### src/rtl/alu_exec_unit.sv
// Single-issue integer execution unit: OP stage (ALU / iterative shift-add MUL)
// feeding a RES stage that broadcasts on the CDB with a valid/ready handshake.
module alu_exec_unit #(
  parameter int unsigned PHYS_REG_BITS = 6,
  parameter int unsigned ROB_IDX_BITS  = 4
) (
  input  logic                     clk,
  input  logic                     rst_n,
  input  logic                     flush,
  input  logic                     issue_valid,
  input  logic [3:0]               issue_alu_op,
  input  logic                     issue_alu_src,
  input  logic [31:0]              issue_imm,
  input  logic [PHYS_REG_BITS-1:0] issue_phys_rs1,
  input  logic [PHYS_REG_BITS-1:0] issue_phys_rs2,
  input  logic [PHYS_REG_BITS-1:0] issue_phys_rd,
  input  logic [ROB_IDX_BITS-1:0]  issue_rob_idx,
  output logic                     issue_ack,
  output logic [PHYS_REG_BITS-1:0] rf_raddr1,
  output logic [PHYS_REG_BITS-1:0] rf_raddr2,
  input  logic [31:0]              rf_rdata1,
  input  logic [31:0]              rf_rdata2,
  output logic                     cdb_valid,
  output logic [31:0]              cdb_data,
  output logic [PHYS_REG_BITS-1:0] cdb_phys_rd,
  output logic [ROB_IDX_BITS-1:0]  cdb_rob_idx,
  input  logic                     cdb_ready,
  output logic                     wakeup_en,
  output logic [PHYS_REG_BITS-1:0] wakeup_phys_rd,
  output logic                     rf_we,
  output logic [PHYS_REG_BITS-1:0] rf_waddr,
  output logic [31:0]              rf_wdata
);

  localparam int unsigned XLEN     = 32;
  localparam int unsigned CNT_BITS = 5;
  localparam logic [CNT_BITS-1:0] CNT_LAST = CNT_BITS'(31);

  localparam logic [3:0] OP_ADD  = 4'd0;
  localparam logic [3:0] OP_SUB  = 4'd1;
  localparam logic [3:0] OP_AND  = 4'd2;
  localparam logic [3:0] OP_OR   = 4'd3;
  localparam logic [3:0] OP_XOR  = 4'd4;
  localparam logic [3:0] OP_SLL  = 4'd5;
  localparam logic [3:0] OP_SRL  = 4'd6;
  localparam logic [3:0] OP_SRA  = 4'd7;
  localparam logic [3:0] OP_SLT  = 4'd8;
  localparam logic [3:0] OP_SLTU = 4'd9;
  localparam logic [3:0] OP_MUL  = 4'd10;

  logic                     r_op_valid;
  logic [3:0]               r_op;
  logic [XLEN-1:0]          r_a;
  logic [XLEN-1:0]          r_b;
  logic [XLEN-1:0]          r_acc;
  logic [CNT_BITS-1:0]      r_mul_cnt;
  logic [PHYS_REG_BITS-1:0] r_op_rd;
  logic [ROB_IDX_BITS-1:0]  r_op_rob;
  logic                     r_res_valid;
  logic [XLEN-1:0]          r_res_data;
  logic [PHYS_REG_BITS-1:0] r_res_rd;
  logic [ROB_IDX_BITS-1:0]  r_res_rob;

  logic            w_is_mul;
  logic            w_xfer;
  logic            w_res_free;
  logic            w_op_advance;
  logic [XLEN-1:0] w_mul_term;
  logic [XLEN-1:0] w_alu;
  logic [4:0]      w_shamt;

  // Handshake and stage-advance control
  assign w_is_mul     = (r_op == OP_MUL);
  assign cdb_valid    = r_res_valid && !flush;
  assign w_xfer       = cdb_valid && cdb_ready;
  assign w_res_free   = !r_res_valid || w_xfer;
  assign w_op_advance = r_op_valid && w_res_free && (!w_is_mul || (r_mul_cnt == CNT_LAST));
  assign issue_ack    = rst_n && !flush && issue_valid && (!r_op_valid || w_op_advance);

  assign rf_raddr1      = issue_phys_rs1;
  assign rf_raddr2      = issue_phys_rs2;
  assign cdb_data       = r_res_data;
  assign cdb_phys_rd    = r_res_rd;
  assign cdb_rob_idx    = r_res_rob;
  assign wakeup_en      = w_xfer;
  assign wakeup_phys_rd = r_res_rd;
  assign rf_we          = w_xfer && (r_res_rd != '0);
  assign rf_waddr       = r_res_rd;
  assign rf_wdata       = r_res_data;

  assign w_mul_term = r_b[0] ? r_a : '0;
  assign w_shamt    = r_b[4:0];

  // Result mux; MUL folds in the final partial product on its last step
  always_comb begin
    w_alu = '0;
    case (r_op)
      OP_ADD:  w_alu = r_a + r_b;
      OP_SUB:  w_alu = r_a - r_b;
      OP_AND:  w_alu = r_a & r_b;
      OP_OR:   w_alu = r_a | r_b;
      OP_XOR:  w_alu = r_a ^ r_b;
      OP_SLL:  w_alu = r_a << w_shamt;
      OP_SRL:  w_alu = r_a >> w_shamt;
      OP_SRA:  w_alu = XLEN'($signed(r_a) >>> w_shamt);
      OP_SLT:  w_alu = XLEN'($signed(r_a) < $signed(r_b));
      OP_SLTU: w_alu = XLEN'(r_a < r_b);
      OP_MUL:  w_alu = r_acc + w_mul_term;
      default: w_alu = '0;
    endcase
  end

  always_ff @(posedge clk or negedge rst_n) begin
    if (!rst_n) begin
      r_op_valid  <= 1'b0;
      r_op        <= '0;
      r_a         <= '0;
      r_b         <= '0;
      r_acc       <= '0;
      r_mul_cnt   <= '0;
      r_op_rd     <= '0;
      r_op_rob    <= '0;
      r_res_valid <= 1'b0;
      r_res_data  <= '0;
      r_res_rd    <= '0;
      r_res_rob   <= '0;
    end else if (flush) begin
      r_op_valid  <= 1'b0;
      r_res_valid <= 1'b0;
      r_mul_cnt   <= '0;
    end else begin
      if (issue_ack) begin
        r_op_valid <= 1'b1;
        r_op       <= issue_alu_op;
        r_a        <= rf_rdata1;
        r_b        <= issue_alu_src ? issue_imm : rf_rdata2;
        r_op_rd    <= issue_phys_rd;
        r_op_rob   <= issue_rob_idx;
        r_acc      <= '0;
        r_mul_cnt  <= '0;
      end else if (w_op_advance) begin
        r_op_valid <= 1'b0;
        r_mul_cnt  <= '0;
      end else if (r_op_valid && w_is_mul && (r_mul_cnt != CNT_LAST)) begin
        // One shift-add step; holds at the last count while RES is blocked
        r_acc     <= r_acc + w_mul_term;
        r_a       <= r_a << 1;
        r_b       <= r_b >> 1;
        r_mul_cnt <= r_mul_cnt + CNT_BITS'(1);
      end

      if (w_op_advance) begin
        r_res_valid <= 1'b1;
        r_res_data  <= w_alu;
        r_res_rd    <= r_op_rd;
        r_res_rob   <= r_op_rob;
      end else if (w_xfer) begin
        r_res_valid <= 1'b0;
      end
    end
  end

endmodule

### config.mk
export PLATFORM = sky130hd
export DESIGN_NAME = alu_exec_unit
export DESIGN_NICKNAME = d
export VERILOG_FILES = /design/src/rtl/alu_exec_unit.sv
export SDC_FILE = /design/constraint.sdc
export NUM_CORES = 1
export LEC_CHECK = 0
export ABC_AREA = 1
export ABC_CLOCK_PERIOD_IN_PS = 3140
export CORE_ASPECT_RATIO = 1.75
export CORE_UTILIZATION = 35
export DETAILED_ROUTE_END_ITERATION = 10
export HOLD_SLACK_MARGIN = 0.12
export PLACE_DENSITY = 0.65
export SETUP_SLACK_MARGIN = 0.4
export SLEW_MARGIN = 30
export SYNTH_ARGS = -nofsm -noshare
export SYNTH_HDL_FRONTEND = slang
export SYNTH_SLANG_ARGS = --single-unit
### constraint.sdc
create_clock -name clk -period 3.14 [get_ports clk]
set_clock_uncertainty 0.2 [all_clocks]
set_input_delay 0.314 -clock clk [delete_from_list [all_inputs] [get_ports clk]]
set_output_delay 0.314 -clock clk [all_outputs]
set_load 0.05 [all_outputs]
Yosys cells after proc, flatten, opt, wreduce, memory -nomap -nowiden:

Cells that the tools add are included.

* bitwise operators: 4
* eq/ne operators: 13
* add/sub/neg operators: 4
* mux-type cells: 22
* reduce and logical (&&, ||, !) cells: 26
* magnitude comparators: 2
* shifts and indexed selects: 3

Operators with widths (count)
* two-way mux 32 bit: 11
* case mux 32 bit (11 select lines): 1
* adder 32 bit: 2
* less-than comparator 32 bit: 2
* bitwise AND 32 bit: 1
* OR 32 bit: 1
* << shifter 32 x 5 -> 32 bit: 1
* >> shifter 32 x 5 -> 32 bit: 1
* >>> shifter 32 x 5 -> 32 bit: 1
* subtractor 32 bit: 1
* bitwise XOR 32 bit: 1
* two-way mux 5 bit: 4
* == test 4 x 3 -> 1 bit (second input constant): 4
* == test 4 bit (second input constant): 3
* logical AND 1 bit: 10
* == test 4 x 2 -> 1 bit (second input constant): 2
* two-way mux 1 bit: 6
* nonzero test 3 bit: 2
* nonzero test 6 bit: 1
* adder 5 x 1 -> 5 bit (second input constant): 1
* == test 5 bit (second input constant): 1
* != test 5 bit (second input constant): 1
* == test 4 x 1 -> 1 bit (second input constant): 1
* logical NOT 1 bit: 4
* other kinds (8): 11

* output and inout port bits: 102
* register bits: 159
* input port bits: 128
* word-level logic and storage cells: 86

Logic depth before layout (Yosys ltp):

* depth in word-level cells: 10
* mapped depth: 21
* gate-level depth less buffers: 18

Least setup slack after synthesis:

OpenSTA, ideal clock, no wires.

* kind: register -> register
* start: register r_b[3]
* end: register r_res_data[0] (netlist: cdb_data[0])
* slack: 195 ps
* period minus slack after synthesis: 2945 ps
* arrival time: 2627 ps
* library setup time: 118 ps
* required time: 2822 ps
* cell stages (with the launch flop): 21
* path buffers: 4
* path through: dfrtp_1 > buf_2 > inv_1 > clkbuf_1 > clkbuf_1 > ha_1 > clkbuf_1 > nor2_1 > nand2_1 > nand3_1 > nand3_1 > nand2_1 > nand2_1 > nand2_1 > nand2_1 > nand2_1 > nor2_1 > nor2_1 > nand2_1 > nand2_1 > nand2_1

* cells in the longest elaborated chain, start to end: 2
* elaborated cells on any way between the ends: 6
* classes of those cells: order compare: 2; shift: 3; mux: 1

Ends and longest elaborated chain
* from (decl): RTL line 54 `logic [XLEN-1:0] r_b;`
* from (signal assigned): RTL line 136 `r_b <= issue_alu_src ? issue_imm : rf_rdata2;`
* from (signal assigned): RTL line 148 `r_b <= r_b >> 1;`
* less-than comparator 32 bit, or another cell as far along: RTL line 107 `OP_SLTU: w_alu = XLEN'(r_a < r_b);`
* case mux 32 bit (11 select lines) (*): RTL line 97 `case (r_op)`
* to (signal assigned): RTL line 154 `r_res_data <= w_alu;`
* to (decl): RTL line 60 `logic [XLEN-1:0] r_res_data;`

Every way passes the cells marked *; elsewhere a longest branch is shown, timed or not.
A chain may end at the register's enable or synchronous reset.

Worst setup path in the final report:

* start: register r_b[1]
* end: register r_res_data[0] (netlist: cdb_data[0])

The elaborated chain is that of the path after synthesis.

==> impl_metrics.json <==
{
  "synth.lib_cells_used.distinct": 47,
  "cts_max_level": 4,
  "slew_violations": 0,
  "place.port_buffers": 205,
  "core_area_sq_um": 56000,
  "drtAntennaViolNets": 0,
  "postSynthCellCount": 3444,
  "mappedNetlistArea_sq_um": 19800,
  "final-hold-violation-count": 0,
  "arrival_ps": 3160,
  "setup-tns-final_ps": 0,
  "grt-ovfl-total": 0,
  "grt_start_max_net_pins": 71,
  "p_per_area_nw_per_um2": 837,
  "reg2regPathDepth": 12,
  "grt_pass1_wl_mm": 160,
  "finalNetCount": 4061,
  "ys_async_sr_fraction": 1.00,
  "root_buffer_cell": "clkbuf_16",
  "cts_made_buffers": 17,
  "synth_warnings": 0,
  "chipHeight_microns": 317,
  "final_cell_mix": "nand2_1 (1,129), inv_1 (457), nand3_1 (415)",
  "rsz0062_at_grt": "true",
  "finalSetupViolCount": 0,
  "finalCriticalPeriod_ps": 2970,
  "cp-start-kind": "flip-flop",
  "synth_edf_count": 0,
  "layout_commonest_cell": "nand2_1",
  "start_util": 0.354,
  "tightestPinTransition_ps": 737,
  "die_w_microns": 182,
  "worst_ir_drop_vdd_uv": 583,
  "vias_per_cell": 5.54,
  "critical_path_required_ps": 3340,
  "number_of_iterations_in_the_first_detailed_routing_pass": 8,
  "antenna_found_initial": 4,
  "drtIter0Drc": 1859,
  "dp_hpwl_mm": 89.2,
  "dieArea_sq_um": 57500,
  "critPathCaptureType": "flip-flop",
  "area.growth.synth_to_final_pct": 33.8,
  "grt_use_total": 0.389,
  "clock_tree_from_tritoncts": "built",
  "num-fill-cells": 5971,
  "run_status": "finished, final reports clean",
  "p_leak_nw": 14.1,
  "total_of_flip_flops_plus_latches_after_synthesis": 159,
  "synth_flop_cell": "dfrtp_1",
  "route.vias.total": 25000,
  "finalWirelength_mm": 112,
  "hold_path_class": "in -> reg",
  "clock_tree.buffer_depth": 2,
  "mappedNetlistNets": 3706,
  "io_count": 230,
  "via_count_of_the_first_global_routing_pass": 24700,
  "synth_area_per_cell_sq_um": 5.75,
  "later_pin_clock_latency_in_the_skew_report_ps": 520,
  "drt_drc_violations_left": 0,
  "timing.max_slew.rel_slack": 0.508,
  "routedWlPerCell_microns": 24.8,
  "fmax_mhz": 337,
  "type_of_the_worst_setup_path": "reg -> reg",
  "synth-seq-area-share": 0.201,
  "maxCapViolations": 0,
  "period_share": 0.945,
  "finish.utilization": 0.473,
  "hold-path-cell-count": 3,
  "routability_congestion": 1.12,
  "worst_setup_hold_path_clk_slew_ps": 80,
  "cts.sink_count": 159,
  "hold_slack_ps": 140,
  "final_layout_size_suffix_gt1_frac": 0.186,
  "rows": 115,
  "critical_path_peak_fanout": 38
}
-- cell usage after synthesis (7+ instances only) --
cell type	count	area share
and2_1	7	0.0022
nor2_1	262	0.050
ha_1	131	0.083
nor3_1	22	0.0056
nand3_1	462	0.12
nand2_1	1230	0.23
a221oi_1	27	0.012
o21bai_1	13	0.0049
a21oi_1	134	0.034
buf_2	42	0.011
mux2i_1	32	0.016
o22ai_1	50	0.016
o21ai_0	71	0.018
o211ai_1	22	0.0083
xor2_1	14	0.0062
dfrtp_1	159	0.20
inv_1	476	0.090
inv_2	7	0.0013
a22o_1	11	0.0049
or2_2	7	0.0022
buf_1	22	0.0042
nand4_1	49	0.015
clkbuf_1	71	0.013
buf_4	62	0.024
nand3b_1	11	0.0042
-- critical path: stages (launching register included) --
cell,delay (ps)
dfrtp_2,450
inv_2,140
buf_12,240
buf_4,240
nand3_1,140
nand3_1,130
nand3_1,370
nand4_1,240
nand3_1,230
nor2_1,160
nand2_1,70
nand2_1,130
nand2_1,60
-- layer usage --
metal	GRT usage	wire, microns	vias to the layer above
met5	0	0	-
met1	0.394	38100	11800
li1	-	-	11700
met4	0.364	12200	0
met2	0.678	54500	1130
met3	0.0687	7190	430
-- stage by stage --
step           worst slack [ps]  instance area (sq um)  cells  power, mW
6_report                    173                  26500   4515       22.2
5_1_grt                     136                  26500   4514       23.3
4_1_cts                     247                  25500   4489       21.0
3_5_place_dp               -162                  24000   4435       18.1
3_3_place_gp               -172                  24000   4435       18.2
2_1_floorplan               431                  19800   3444       11.9
-- final timing paths --
check | slack, ps | end | startpoint
setup / recovery | 170 | cdb_data[0]$_DFFE_PN0P_ | r_b[1]$_DFFE_PN0P_
hold / removal | 140 | r_op_rd[4]$_DFFE_PN0P_ | issue_phys_rd[4]
setup reg to reg | 170 | cdb_data[0]$_DFFE_PN0P_ | r_b[1]$_DFFE_PN0P_
hold reg to reg | 270 | cdb_rob_idx[3]$_DFFE_PN0P_ | cdb_rob_idx[3]$_DFFE_PN0P_
max in group asynchronous | 1460 | r_a[11]$_DFFE_PN0P_ | rst_n
min in group asynchronous | 220 | cdb_data[1]$_DFFE_PN0P_ | rst_n
-- sequential cells by signal, indices dropped and copies added (netlist names) --
| name | flops |
|---|---|
| cdb_data | 32 |
| r_mul_cnt | 5 |
| r_a | 32 |
| r_op_valid | 1 |
| r_op_rd | 6 |
| r_b | 32 |
| cdb_rob_idx | 4 |
| r_acc | 32 |
| r_op_rob | 4 |
| r_op | 4 |
| r_res_valid | 1 |
| cdb_phys_rd | 6 |
-- layout make-up --
type | count | area [sq um] | area share
Multi-Input combinational cell | 2603 | 14300 | 0.540
Timing Repair Buffer | 533 | 4810 | 0.182
Sequential cell | 159 | 4010 | 0.151
Inverter | 485 | 1850 | 0.0698
Tap cell | 702 | 878 | 0.0332
Clock buffer | 17 | 425 | 0.0161
Clock inverter | 15 | 206 | 0.00780
Antenna cell | 1 | 2.50 | 0.0000945
-- logic make-up (layout without fill, tap and decap cells) --
group                    count (synthesis)  count (layout)  share of synthesized area
multiplexers                            32              32                     0.0162
XOR/XNOR                                17              17                    0.00752
AND/OR/NAND/NOR                       2065            2066                      0.436
flip-flops                             159             159                      0.201
adder cells (fa/ha/maj)                134             134                     0.0858
AO/OA/AOI/OAI                          354             354                      0.109
other                                    0               1                          0
buffers and inverters                  683            1050                      0.144
-- power breakdown --
group	leakage (nW)	internal [mW]	switching [mW]
Sequential	1.94	2.55	0.773
Combinational	11.8	5.53	10.9
Clock	0.304	1.10	1.27
Total	14.1	9.18	13.0
-- what timing repair did --
action	4_1_cts	5_1_grt
resized for setup	186	206
hold buffers	3	0
pin swaps	22	46
endpoints found under the setup margin	123	111
setup buffers	16	25
cloned	3	0
hold endpoints to repair	115	0
(Power assumes the default switching activity.)
